## src/rtl/pe_ws_vec.sv

```systemverilog
// Weight-stationary vector PE: LANES parallel MACs fed from a local weight scratchpad,
// with the K/N/M weight-reuse loops sequenced by internal counters and a 2-stage MAC pipeline.
module pe_ws_vec #(
  parameter int OP_WIDTH  = 8,
  parameter int ACC_WIDTH = 20,
  parameter int LANES     = 4,
  parameter int DEPTH     = 64,
  parameter int SAT       = 0,
  parameter     MEM_INIT  = "zero.txt",
  localparam int AW       = $clog2(DEPTH)
) (
  input  logic                         clk,
  input  logic                         rst,
  input  logic                         w_valid,
  input  logic [LANES*OP_WIDTH-1:0]    w_data,
  output logic                         w_ready,
  input  logic                         w_clear,
  input  logic                         start,
  input  logic [AW:0]                  cfg_k,
  input  logic [AW:0]                  cfg_n,
  input  logic [AW:0]                  cfg_m,
  input  logic                         in_valid,
  output logic                         in_ready,
  input  logic [OP_WIDTH-1:0]          iact,
  input  logic [LANES*ACC_WIDTH-1:0]   psum_in,
  output logic                         out_valid,
  input  logic                         out_ready,
  output logic [LANES*ACC_WIDTH-1:0]   psum_out,
  output logic                         busy,
  output logic                         done,
  output logic [AW:0]                  w_count
);

  localparam int WW = LANES * OP_WIDTH;
  localparam int PW = LANES * ACC_WIDTH;
  localparam logic [AW:0] ONE     = (AW + 1)'(1);
  localparam logic [AW:0] DEPTH_V = (AW + 1)'(DEPTH);
  localparam logic signed [ACC_WIDTH:0] ACC_MAX = {2'b00, {(ACC_WIDTH - 1){1'b1}}};
  localparam logic signed [ACC_WIDTH:0] ACC_MIN = {2'b11, {(ACC_WIDTH - 1){1'b0}}};

  typedef enum logic [1:0] {IDLE, RUN, DRAIN} state_t;

  function automatic logic signed [ACC_WIDTH-1:0] sat_acc(input logic signed [ACC_WIDTH:0] s);
    if (SAT != 0 && s > ACC_MAX) return ACC_MAX[ACC_WIDTH-1:0];
    if (SAT != 0 && s < ACC_MIN) return ACC_MIN[ACC_WIDTH-1:0];
    return s[ACC_WIDTH-1:0];
  endfunction

  function automatic logic signed [ACC_WIDTH-1:0] mac(input logic signed [ACC_WIDTH-1:0] p,
                                                       input logic signed [OP_WIDTH-1:0]  a,
                                                       input logic signed [OP_WIDTH-1:0]  w);
    logic signed [2*OP_WIDTH-1:0] prod;
    logic signed [ACC_WIDTH:0]    sum;
    prod = a * w;
    sum  = (ACC_WIDTH + 1)'(p) + (ACC_WIDTH + 1)'(prod);
    return sat_acc(sum);
  endfunction

  function automatic logic [AW:0] fix_cfg(input logic [AW:0] c);
    return (c == '0) ? ONE : c;
  endfunction

  logic [WW-1:0] mem [DEPTH];

  state_t        state_q, state_d;
  logic [AW:0]   w_count_q, w_count_d;
  logic [AW-1:0] base_q, base_d;
  logic [AW:0]   k_q, k_d, n_q, n_d, m_q, m_d;
  logic [AW:0]   cfg_k_q, cfg_k_d, cfg_n_q, cfg_n_d, cfg_m_q, cfg_m_d;
  logic          done_q, done_d;
  logic          vld_p1_q, vld_p1_d, vld_p2_q, vld_p2_d;

  logic [OP_WIDTH-1:0] iact_p1_q, iact_p1_d;
  logic [PW-1:0]       psum_p1_q, psum_p1_d;
  logic [AW-1:0]       addr_p1_q, addr_p1_d;
  logic [WW-1:0]       w_p1_q, w_p1_d;
  logic [PW-1:0]       psum_p2_q, psum_p2_d;

  logic          w_fire, in_fire, out_fire, s2_load;
  logic [AW-1:0] cur_addr, rd_addr;

  assign w_ready   = (state_q == IDLE) && (w_count_q < DEPTH_V);
  assign in_ready  = (state_q == RUN) && !(vld_p1_q && vld_p2_q && !out_ready);
  assign out_valid = vld_p2_q;
  assign psum_out  = vld_p2_q ? psum_p2_q : '0;
  assign busy      = (state_q != IDLE);
  assign done      = done_q;
  assign w_count   = w_count_q;

  // w_clear wins over a same-cycle write, so the write is dropped entirely
  assign w_fire   = w_valid && w_ready && !w_clear;
  assign in_fire  = in_valid && in_ready;
  assign out_fire = vld_p2_q && out_ready;
  assign s2_load  = vld_p1_q && (!vld_p2_q || out_ready);
  assign cur_addr = base_q + k_q[AW-1:0];
  // A stalled stage 1 re-reads its held address so the read data stays aligned with it
  assign rd_addr  = in_fire ? cur_addr : addr_p1_q;

  always_comb begin
    state_d   = state_q;
    w_count_d = w_count_q;
    base_d    = base_q;
    k_d       = k_q;
    n_d       = n_q;
    m_d       = m_q;
    cfg_k_d   = cfg_k_q;
    cfg_n_d   = cfg_n_q;
    cfg_m_d   = cfg_m_q;
    done_d    = 1'b0;
    case (state_q)
      IDLE: begin
        if (w_clear)     w_count_d = '0;
        else if (w_fire) w_count_d = w_count_q + ONE;
        if (start) begin
          state_d = RUN;
          cfg_k_d = fix_cfg(cfg_k);
          cfg_n_d = fix_cfg(cfg_n);
          cfg_m_d = fix_cfg(cfg_m);
          base_d  = '0;
          k_d     = '0;
          n_d     = '0;
          m_d     = '0;
        end
      end
      RUN: begin
        if (in_fire) begin
          if (k_q + ONE == cfg_k_q) begin
            k_d = '0;
            if (n_q + ONE == cfg_n_q) begin
              n_d    = '0;
              base_d = base_q + cfg_k_q[AW-1:0];
              if (m_q + ONE == cfg_m_q) begin
                m_d     = '0;
                base_d  = '0;
                state_d = DRAIN;
              end else begin
                m_d = m_q + ONE;
              end
            end else begin
              n_d = n_q + ONE;
            end
          end else begin
            k_d = k_q + ONE;
          end
        end
      end
      DRAIN: begin
        if (out_fire && !vld_p1_q) begin
          state_d = IDLE;
          done_d  = 1'b1;
        end
      end
      default: state_d = IDLE;
    endcase
  end

  always_comb begin
    vld_p1_d  = in_fire | (vld_p1_q & ~s2_load);
    vld_p2_d  = s2_load | (vld_p2_q & ~out_ready);
    iact_p1_d = iact_p1_q;
    psum_p1_d = psum_p1_q;
    addr_p1_d = addr_p1_q;
    if (in_fire) begin
      iact_p1_d = iact;
      psum_p1_d = psum_in;
      addr_p1_d = cur_addr;
    end
    w_p1_d    = mem[rd_addr];
    psum_p2_d = psum_p2_q;
    if (s2_load) begin
      for (int i = 0; i < LANES; i++) begin
        psum_p2_d[i*ACC_WIDTH +: ACC_WIDTH] = mac(psum_p1_q[i*ACC_WIDTH +: ACC_WIDTH], iact_p1_q,
                                                  w_p1_q[i*OP_WIDTH +: OP_WIDTH]);
      end
    end
  end

  always_ff @(posedge clk) begin
    if (rst) begin
      state_q   <= IDLE;
      w_count_q <= '0;
      base_q    <= '0;
      k_q       <= '0;
      n_q       <= '0;
      m_q       <= '0;
      cfg_k_q   <= ONE;
      cfg_n_q   <= ONE;
      cfg_m_q   <= ONE;
      done_q    <= 1'b0;
      vld_p1_q  <= 1'b0;
      vld_p2_q  <= 1'b0;
    end else begin
      state_q   <= state_d;
      w_count_q <= w_count_d;
      base_q    <= base_d;
      k_q       <= k_d;
      n_q       <= n_d;
      m_q       <= m_d;
      cfg_k_q   <= cfg_k_d;
      cfg_n_q   <= cfg_n_d;
      cfg_m_q   <= cfg_m_d;
      done_q    <= done_d;
      vld_p1_q  <= vld_p1_d;
      vld_p2_q  <= vld_p2_d;
    end
  end

  // Stage 1: operands, address and scratchpad read | Stage 2: MAC result
  always_ff @(posedge clk) begin
    iact_p1_q <= iact_p1_d;
    psum_p1_q <= psum_p1_d;
    addr_p1_q <= addr_p1_d;
    w_p1_q    <= w_p1_d;
    psum_p2_q <= psum_p2_d;
  end

  // Scratchpad contents survive reset
  always_ff @(posedge clk) begin
    if (w_fire) mem[w_count_q[AW-1:0]] <= w_data;
  end

endmodule

```

## config.mk

```make
export PLATFORM = sky130hd
export DESIGN_NAME = pe_ws_vec
export DESIGN_NICKNAME = d
export VERILOG_FILES = /design/src/rtl/pe_ws_vec.sv
export SDC_FILE = /design/constraint.sdc
export NUM_CORES = 2
export LEC_CHECK = 0
export ABC_AREA = 1
export BUFFER_PORTS_ARGS = -buffer_cell sky130_fd_sc_hd__buf_2
export CORE_ASPECT_RATIO = 1.5
export CORE_MARGIN = 2
export CORE_UTILIZATION = 44
export DETAILED_ROUTE_END_ITERATION = 8
export PLACE_DENSITY_LB_ADDON = 0.3
export SETUP_SLACK_MARGIN = 0.05
export SYNTH_ARGS = -nofsm -noshare
export SYNTH_HDL_FRONTEND = slang
export SYNTH_SLANG_ARGS = --single-unit
```

## constraint.sdc

```tcl
create_clock -name clk -period 5.9 [get_ports clk]
set_input_delay 0.295 -clock clk [delete_from_list [all_inputs] [get_ports clk]]
set_output_delay 0.295 -clock clk [all_outputs]
set_load 0.02 [all_outputs]
```

==> results_dict.tcl <==
set metrics [dict create \
    htree_levels 4 \
    die_area_um2 262000 \
    grt_max_degree 87 \
    cts_tree "done" \
    yosys.area.top_type "edfxtp_1" \
    final_nets 12260 \
    worst_slew_pin_slew_ps 1272 \
    crit_chain "buf_4, nand2_1, fa_1, fa_1, inv_1, fa_1, fa_1, fa_1, ha_1, a21oi_1, nand2_1, a21oi_1, o21ai_0, a21boi_0, o21ai_0, xor2_1" \
    drv_cap 0 \
    path_delay_family "adder cells" \
    ios 240 \
    layout-drive-gt1-share_pct 7.717 \
    critPathBufInv 2 \
    worstPathArrival_ps 6170 \
    synthToLayoutAreaGrowth_pct 12.53 \
    viasPerCell 5.207 \
    synth_most_common_cell "nand2_1" \
    cp_common_cell "fa_1" \
    synthFlopType "edfxtp_1" \
    hold_class "primary input to flip-flop" \
    place_ws_ps 388.6 \
    clk_latency_ps 900 \
    setup_ws_ps 316.4 \
    cts_root_buf "clkbuf_16" \
    synth_fp_nets 11930 \
    clockBufferDepth 4 \
    die_h_um 625.9 \
    place_congestion 0.9039 \
    fmax_ghz 0.1791 \
    critical_path.slowest_cell "edfxtp_1" \
    antenna_found_initial 19 \
    coreArea_um2 256700 \
    post_cts_resized 0 \
    dr.pass1.iters 8 \
    grt_overflow 0 \
    cp-end-kind "flip-flop" \
    finalSetupViolCount 0 \
    numPortBuffers 239 \
    critPathLaunchType "flip-flop" \
    fin_cells 15070 \
    syn_area_per_cell_um2 10.10 \
    syn_area_um2 113500 \
    rsz0062_at_grt "no" \
    drc 0 \
    layout_worst_path_cycle_share_pct 94.64 \
    start_util_pct 44.19 \
    hold_viol 0 \
    tns_ps 0 \
    grtUsageTotal_pct 23.80 \
    utilization_pct 49.72 \
    period_needed_ps 5584 \
    vias 78470 \
    status "completed" \
    cpPeakStageDelay_ps 740 \
    drv_slew 0 \
    cts.sinks 2314 \
    wl_per_cell_um 20.91 \
    fp.dieW_um 418.6 \
    cts_buffers 217 \
    slew_headroom_pct 14.90 \
    async_reset_ff_share_pct 0 \
    final.setup_skew_ps 61.02 \
    grt_pass1_vias 78450 \
    dp.cells 14550 \
    num_rows 228 \
    ys_ff_latch 2314 \
    clkSlewWorstSetupHoldPaths_ps 70 \
    ys_seq_area_share_pct 60.38 \
    synthTopCellsByCount "nand2_1, inv_1, edfxtp_1" \
    ant_nets 0 \
    drt-total-wl_um 315100 \
    synth_top_area_share_pct 58.65 \
    crit_fanout 11 \
    synth_edf_count 2216 \
    yosysWarnings 0 \
    crit_required_ps 6490 \
    synth.area.top_cells "edfxtp_1, nand3_1, nand2_1" \
    hpwl_um 195700 \
    synth_cells 11230 \
    path_class "flip-flop to flip-flop" \
    grt_pass1_wl_um 473200 \
    detail_route.iter0.violations 7001 \
    synth_cell_types 40 \
]
==> layout make-up <==
type | count | area, um^2
fill | 22640 | 129100
sequential | 2314 | 68510
multi-input combinational | 5803 | 33410
inverter | 2585 | 9719
clock buffer | 277 | 5707
timing repair buffer | 636 | 5045
tap | 3335 | 4173
clock inverter | 113 | 1085
antenna | 5 | 12.51
==> logic make-up after synthesis <==
kind of cell | Yosys count | synth area share, %
AND/OR/NAND/NOR | 4937 | 18.71
AO/OA/AOI/OAI | 207 | 0.9838
XOR/XNOR | 107 | 0.8260
buffers and inverters | 3113 | 10.67
flip-flops | 2314 | 60.38
adder cells (fa/ha/maj) | 552 | 8.430
==> cells in the final DEF, fill, tap and decap left out, drive strengths merged <==
cell         instances
nand2             2660
inv               2594
edfxtp            2216
nand3             2065
buf                519
fa                 354
clkbuf             277
ha                 198
nor2               181
dlygate4sd3        117
a21oi              100
dfxtp               98
o21ai               83
clkinv              80
xor2                62
xnor2               45
bufinv              16
nand4               12
clkinvlp             8
nor3                 6
a21boi               6
diode                5
nand3b               5
or2                  5
a21o                 4
a31oi                4
o21bai               3
nor4                 3
o2111ai              2
a211oi               2
o311ai               1
o31ai                1
o211a                1
==> path summary, 6_finish.rpt <==
check	start	endpoint	slack (ps)	cells past startpoint
worst min register to register	cfg_n_q[2]	cfg_n_q[2]	480	2
worst max register to register	iact_p1_q[2]	psum_p2_q[36]	320	16
worst max-delay path	iact_p1_q[2]	psum_p2_q[36]	320	16
worst min-delay path	w_valid	w_count[2]	90	5
==> worst reg2reg max path, stage by stage (launching register included) <==
cell	delay, ps
edfxtp_1	740
buf_4	240
nand2_1	70
fa_1	500
fa_1	500
inv_1	60
fa_1	460
fa_1	510
fa_1	420
ha_1	360
a21oi_1	140
nand2_1	100
a21oi_1	370
o21ai_0	210
a21boi_0	310
o21ai_0	150
xor2_1	150
==> stage by stage <==
step / hold slack, ps / area (um^2)
after floorplan: 393.9 / 113500
after CTS: 19.09 / 127600
after global routing: 88.74 / 127700
after detailed placement: 467.9 / 119700
after global placement: 458.5 / 119700
final: 85.45 / 127700
==> repair_timing <==
| action | CTS | global route |
|---|---|---|
| hold buffers | 117 | 0 |
| endpoints found under the hold margin | 148 | 0 |
| setup endpoints to repair | 0 | 1 |
| buffers inserted | 0 | 2 |
==> routing by layer <==
metal  wire, um  global-route usage [%]  vias to the layer above
met3      21670                   3.493                      746
li1           -                       -                    36320
met1     118500                   28.11                    38350
met5        125                       0                        -
met2     160700                   42.91                     3030
met4      14210                   10.12                       18
==> sequential cells by signal, indices dropped and copies added (netlist names) <==
register   cells
k_q            7
psum_p2_q     80
cfg_n_q        7
m_q            7
cfg_k_q        7
out_valid      1
w_p1_q        32
vld_p1_q       1
n_q            7
iact_p1_q      8
state_q        2
mem         2048
w_count        7
cfg_m_q        7
psum_p1_q     80
base_q         6
addr_p1_q      6
done           1
Power is left out: the tool's default activity adds up to more than one toggle a clock period on the data nets, which glitch-free logic cannot reach.
